## config.mk

```make
export PLATFORM = sky130hd
export DESIGN_NAME = divider
export DESIGN_NICKNAME = d
export VERILOG_FILES = /design/src/rtl/divider_pkg.sv /design/src/rtl/divider.sv
export SDC_FILE = /design/constraint.sdc
export NUM_CORES = 1
export LEC_CHECK = 0
export BUFFER_PORTS_ARGS = -buffer_cell sky130_fd_sc_hd__buf_4
export CAP_MARGIN = 15
export CORE_ASPECT_RATIO = 1.4
export CORE_UTILIZATION = 45
export DETAILED_ROUTE_END_ITERATION = 10
export PLACE_DENSITY = 0.66
export SYNTH_ARGS = -nofsm -noshare
export SYNTH_HDL_FRONTEND = slang
export SYNTH_SLANG_ARGS = --single-unit
```

## constraint.sdc

```tcl
create_clock -name clk -period 3.94 [get_ports clk]
set_input_delay 0 -clock clk [delete_from_list [all_inputs] [get_ports clk]]
set_output_delay 0 -clock clk [all_outputs]
set_load 0.01 [all_outputs]
```

## src/rtl/divider_pkg.sv

```systemverilog
// Shared definitions for the restoring divider: default width, FSM encoding, counter sizing.
// No logic of its own; imported by the divider and its bench.
// The counter width helper lets a non-default WIDTH still size its counter correctly.
package divider_pkg;

    localparam int DIV_WIDTH = 16;

    typedef enum logic [1:0] {
        IDLE = 2'd0,
        CALC = 2'd1,
        DONE = 2'd2
    } div_state_e;

    // Bits needed to count 0..w inclusive
    function automatic int cnt_width(input int w);
        return $clog2(w + 1);
    endfunction

    localparam int DIV_CNT_W = cnt_width(DIV_WIDTH);

endpackage

```

## src/rtl/divider.sv

```systemverilog
// Unsigned restoring divider, one quotient bit per cycle, MSB first.
// Latency: WIDTH+1 cycles from accepted start to the one-cycle Ready pulse.
// Backpressure: none; start is ignored while Busy, and a start in DONE chains with no gap.
module divider
    import divider_pkg::*;
#(
    parameter int WIDTH = DIV_WIDTH
) (
    input  logic             clk,
    input  logic             rst_n,
    input  logic             start,
    input  logic [WIDTH-1:0] dividend,
    input  logic [WIDTH-1:0] divisor,
    output logic [WIDTH-1:0] quotient,
    output logic [WIDTH-1:0] remainder,
    output logic             Busy,
    output logic             Ready,
    output logic             div_zero
);

    localparam int CW = cnt_width(WIDTH);
    localparam logic [CW-1:0] LAST_STEP = CW'(WIDTH - 1);

    div_state_e       state_q, state_d;
    logic [CW-1:0]    cnt_q, cnt_d;
    logic [WIDTH:0]   prem_q, prem_d;     // partial remainder, one spare bit
    logic [WIDTH-1:0] work_q, work_d;     // dividend shifts out, quotient bits shift in
    logic [WIDTH-1:0] dvsr_q, dvsr_d;
    logic [WIDTH-1:0] quo_q, quo_d;
    logic [WIDTH-1:0] rem_q, rem_d;
    logic             dz_q, dz_d;
    logic             busy_q, busy_d;
    logic             ready_q, ready_d;

    logic [WIDTH+1:0] prem_shift;
    logic [WIDTH+1:0] trial;
    logic             qbit;
    logic [WIDTH:0]   step_prem;
    logic [WIDTH-1:0] step_work;

    // One restoring step: shift in the next dividend bit, trial-subtract, keep on no borrow.
    // The extra top bit of trial is the borrow; a zero divisor never borrows, giving all-ones
    // quotient and the dividend itself as the remainder.
    always_comb begin
        prem_shift = {prem_q, work_q[WIDTH-1]};
        trial      = prem_shift - {2'b00, dvsr_q};
        qbit       = ~trial[WIDTH+1];
        step_prem  = qbit ? trial[WIDTH:0] : prem_shift[WIDTH:0];
        step_work  = {work_q[WIDTH-2:0], qbit};
    end

    // Next-state and datapath control; every register holds unless its state says otherwise.
    always_comb begin
        state_d = state_q;
        cnt_d   = cnt_q;
        prem_d  = prem_q;
        work_d  = work_q;
        dvsr_d  = dvsr_q;
        quo_d   = quo_q;
        rem_d   = rem_q;
        dz_d    = dz_q;
        unique case (state_q)
            IDLE, DONE: begin
                if (start) begin
                    state_d = CALC;
                    cnt_d   = '0;
                    prem_d  = '0;
                    work_d  = dividend;
                    dvsr_d  = divisor;
                    dz_d    = 1'b0;
                end else begin
                    state_d = IDLE;
                end
            end
            CALC: begin
                prem_d = step_prem;
                work_d = step_work;
                cnt_d  = cnt_q + CW'(1);
                if (cnt_q == LAST_STEP) begin
                    state_d = DONE;
                    quo_d   = step_work;
                    rem_d   = step_prem[WIDTH-1:0];
                    dz_d    = (dvsr_q == '0);
                end
            end
            default: state_d = IDLE;
        endcase
        busy_d  = (state_d == CALC);
        ready_d = (state_d == DONE);
    end

    // State and datapath registers, all cleared by the asynchronous reset.
    always_ff @(posedge clk or negedge rst_n) begin
        if (!rst_n) begin
            state_q <= IDLE;
            cnt_q   <= '0;
            prem_q  <= '0;
            work_q  <= '0;
            dvsr_q  <= '0;
            quo_q   <= '0;
            rem_q   <= '0;
            dz_q    <= 1'b0;
            busy_q  <= 1'b0;
            ready_q <= 1'b0;
        end else begin
            state_q <= state_d;
            cnt_q   <= cnt_d;
            prem_q  <= prem_d;
            work_q  <= work_d;
            dvsr_q  <= dvsr_d;
            quo_q   <= quo_d;
            rem_q   <= rem_d;
            dz_q    <= dz_d;
            busy_q  <= busy_d;
            ready_q <= ready_d;
        end
    end

    assign quotient  = quo_q;
    assign remainder = rem_q;
    assign Busy      = busy_q;
    assign Ready     = ready_q;
    assign div_zero  = dz_q;

endmodule

```

==> impl_metrics.json <==
{
  "post-dp-hpwl_um": 7880,
  "async_flop_share_pct": 100,
  "fmax_ghz": 0.327,
  "crit_path_max_fanout": 12,
  "clk_path_buf_depth": 2,
  "path_clk_slew_ns": 0.06,
  "cts_inserted_buffers": 9,
  "ys_top_cells_by_count": "133 x nand2_1, 91 x dfrtp_1, 31 x o21ai_1",
  "chipWidth_um": 86.7,
  "routed_wl_um": 11300,
  "slew_headroom_pct": 43.2,
  "coreArea_um2": 9620,
  "cts_resized": 0,
  "finalClockSkew_ns": 0.00640,
  "crit_path_start": "prem_q[13]",
  "dp_worst_setup_slack_ns": 0.905,
  "cts_tree": "done",
  "start_kind": "register",
  "syn_to_final_growth_pct": 27.4,
  "synthAdderAreaFrac_pct": 5.42,
  "post-synth-top-count-cell": "nand2_1",
  "gr-total-overflow": 0,
  "syn-cell-area_um2": 4520,
  "powerDensity_nw_per_um2": 1040,
  "ys.warnings.count": 0,
  "initial_utilization_pct": 47.0,
  "synth_top_family_by_area": "compound AO/OA/AOI/OAI gates",
  "die_height_um": 121,
  "detail-route-antenna-nets": 0,
  "synth_compound_area_share_pct": 17.3,
  "crit_path_end": "prem_q[15]",
  "r2r-end": "prem_q[15]",
  "setup_viol": 0,
  "nets": 635,
  "antenna_found_initial": 0,
  "tightest_slew_ns": 0.850,
  "io_buffers": 69,
  "finalHoldViolations": 0,
  "ios": 70,
  "synthCells": 485,
  "cp-end-kind": "register",
  "synth.distinct_cells": 53,
  "drv_cap": 0,
  "p_leak_nw": 2.76,
  "firstDrtPassIters": 4,
  "synth_xor_xnor_area_share_pct": 2.71,
  "ys_ff_latch": 91,
  "yosysSeqAreaShare_pct": 50.3,
  "reg2regPathDepth": 9,
  "grt_pass1_wl_um": 18300,
  "fp.dieArea_um2": 10500,
  "gp_congestion": 0.908,
  "r2r_start": "prem_q[13]",
  "first_global_vias": 3813,
  "required_ns": 4.13,
  "vias": 3743,
  "status": "complete, no violations",
  "post-route-period-util_pct": 77.6,
  "critPathArrivalTime_ns": 3.25,
  "hold_class": "input port to register",
  "tns_ns": 0,
  "setup_slack_ns": 0.884,
  "num_rows": 42,
  "rsz0062_at_grt": "no",
  "yosys.area_share.simple_pct": 16.5,
  "synth_area_leaders": "dfrtp_1 50%, nand2_1 11%, ha_1 5.0%",
  "synth_nets": 539,
  "final.min_clock_period_ns": 3.06,
  "rrSetupSlack_ns": 0.88,
  "clock_sinks": 91,
  "nFillCells": 872,
  "ir_drop_uv": 509,
  "cts-root-buf": "clkbuf_16",
  "critPathKind": "register to register",
  "synth_edf_count": 0,
  "vias_per_cell": 5.21,
  "drtIter0Drc": 192,
  "grt_usage_pct": 23.2,
  "post_drt_wl_per_cell_um": 15.7,
  "grt_max_degree": 53,
  "drive_gt1_share_pct": 16.7,
  "synth.largest_area_cell": "dfrtp_1",
  "slew_violations": 0,
  "clk_latency_ns": 0.34,
  "synth.avg_cell_area_um2": 9.33,
  "antenna_cells": 0,
  "remaining_drc_errors": 0,
  "htree_levels": 3,
  "yosys-mux-area-fraction_pct": 3.35,
  "synth_ff_type": "dfrtp_1",
  "synth_top_area_share_pct": 50.3
}
==> cells in the final DEF (no fill, tap or decap), types with 2 or more instances in the layout <==
cell           synthesis  routed
a21o_1                 6       6
o21ai_1               31      31
a221o_1                2       2
nand2b_1               3       3
xnor2_1                9       9
inv_1                 24      24
a21oi_1               15      15
xor2_1                 5       5
buf_4                  0      74
dfrtp_1               91      91
ha_1                  18      18
nor3_1                 5       5
o21a_1                 2       2
o21ai_0               29      29
nor4_1                 4       4
clkbuf_16              0       9
a2111oi_0              2       2
clkinv_2               0       2
nor2_1                13      12
a22oi_1               15      15
a211oi_1               2       2
mux2i_1               14      14
clkbuf_1              20       2
and3_1                 4       4
dlygate4sd3_1          0      33
nand4_1                2       2
o21bai_1               2       2
nand3_1                4       4
nand2_1              133     132
==> flip-flops by register name, indices dropped and copies added, names as in the netlist <==
register	count
cnt_q	5
quotient	16
Ready	1
state_q	2
dvsr_q	16
remainder	16
div_zero	1
prem_q	17
Busy	1
work_q	16
==> worst min path at each step <==
stage,from,end,depth (start not counted)
after floorplan,rst_n,Busy,0
after global placement,rst_n,remainder[0],1
after detailed placement,rst_n,remainder[4],1
after CTS,start,Busy,3
after global routing,start,Busy,3
final,start,Busy,3
==> cells by family after synthesis <==
family                   Yosys count
XOR/XNOR                          14
AO/OA/AOI/OAI                    122
multiplexers                      15
flip-flops                        91
buffers and inverters             47
AND/OR/NAND/NOR                  177
adder cells (fa/ha/maj)           19
==> power by group <==
group | internal [mW] | total, mW | switching [mW]
clock network | 0.444 | 0.794 | 0.350
logic | 1.47 | 3.42 | 1.96
registers | 1.42 | 1.76 | 0.337
total | 3.33 | 5.98 | 2.64
==> metal layers <==
| layer | track usage (%) | up-vias | wire length (um) |
|---|---|---|---|
| met2 | 40.4 | 98 | 5780 |
| met4 | 10.9 | 0 | 413 |
| li1 | - | 1854 | - |
| met3 | 5.05 | 24 | 444 |
| met5 | 0 | - | 0 |
| met1 | 26.8 | 1767 | 4670 |
==> through the flow <==
step	hold slack [ns]	instances	util (%)	area, um^2	power [mW]
after floorplan	-0.296	485	-	4520	4.18
after global placement	0.0365	669	53.6	5160	5.11
after detailed placement	0.0387	669	53.6	5160	5.17
after CTS	0.158	718	59.9	5760	6.02
after global routing	0.175	718	59.9	5760	6.46
final	0.167	718	59.9	5760	5.98
==> critical path: stages, from the launching register on <==
cell,delay (ns)
dfrtp_1,0.41
ha_1,0.40
a21o_1,0.21
a211o_1,0.35
and2_1,0.18
a311oi_1,0.25
and3_1,0.33
buf_4,0.30
mux2i_1,0.38
o21ai_1,0.10
==> repair_timing <==
item,4_1_cts,5_1_grt
buffers inserted,0,0
hold buffers,33,0
setup endpoints to repair,0,0
endpoints found under the hold margin,75,0
==> final cells by class <==
cell class	count	area, um^2	area share [%]
Clock buffer	12	246	4.28
Inverter	25	93.8	1.63
Multi-Input combinational cell	347	2070	35.9
Timing Repair Buffer	107	886	15.4
Sequential cell	91	2280	39.5
Tap cell	132	165	2.87
Clock inverter	4	26.3	0.456
Note: power is estimated with default switching activity, not from simulation.
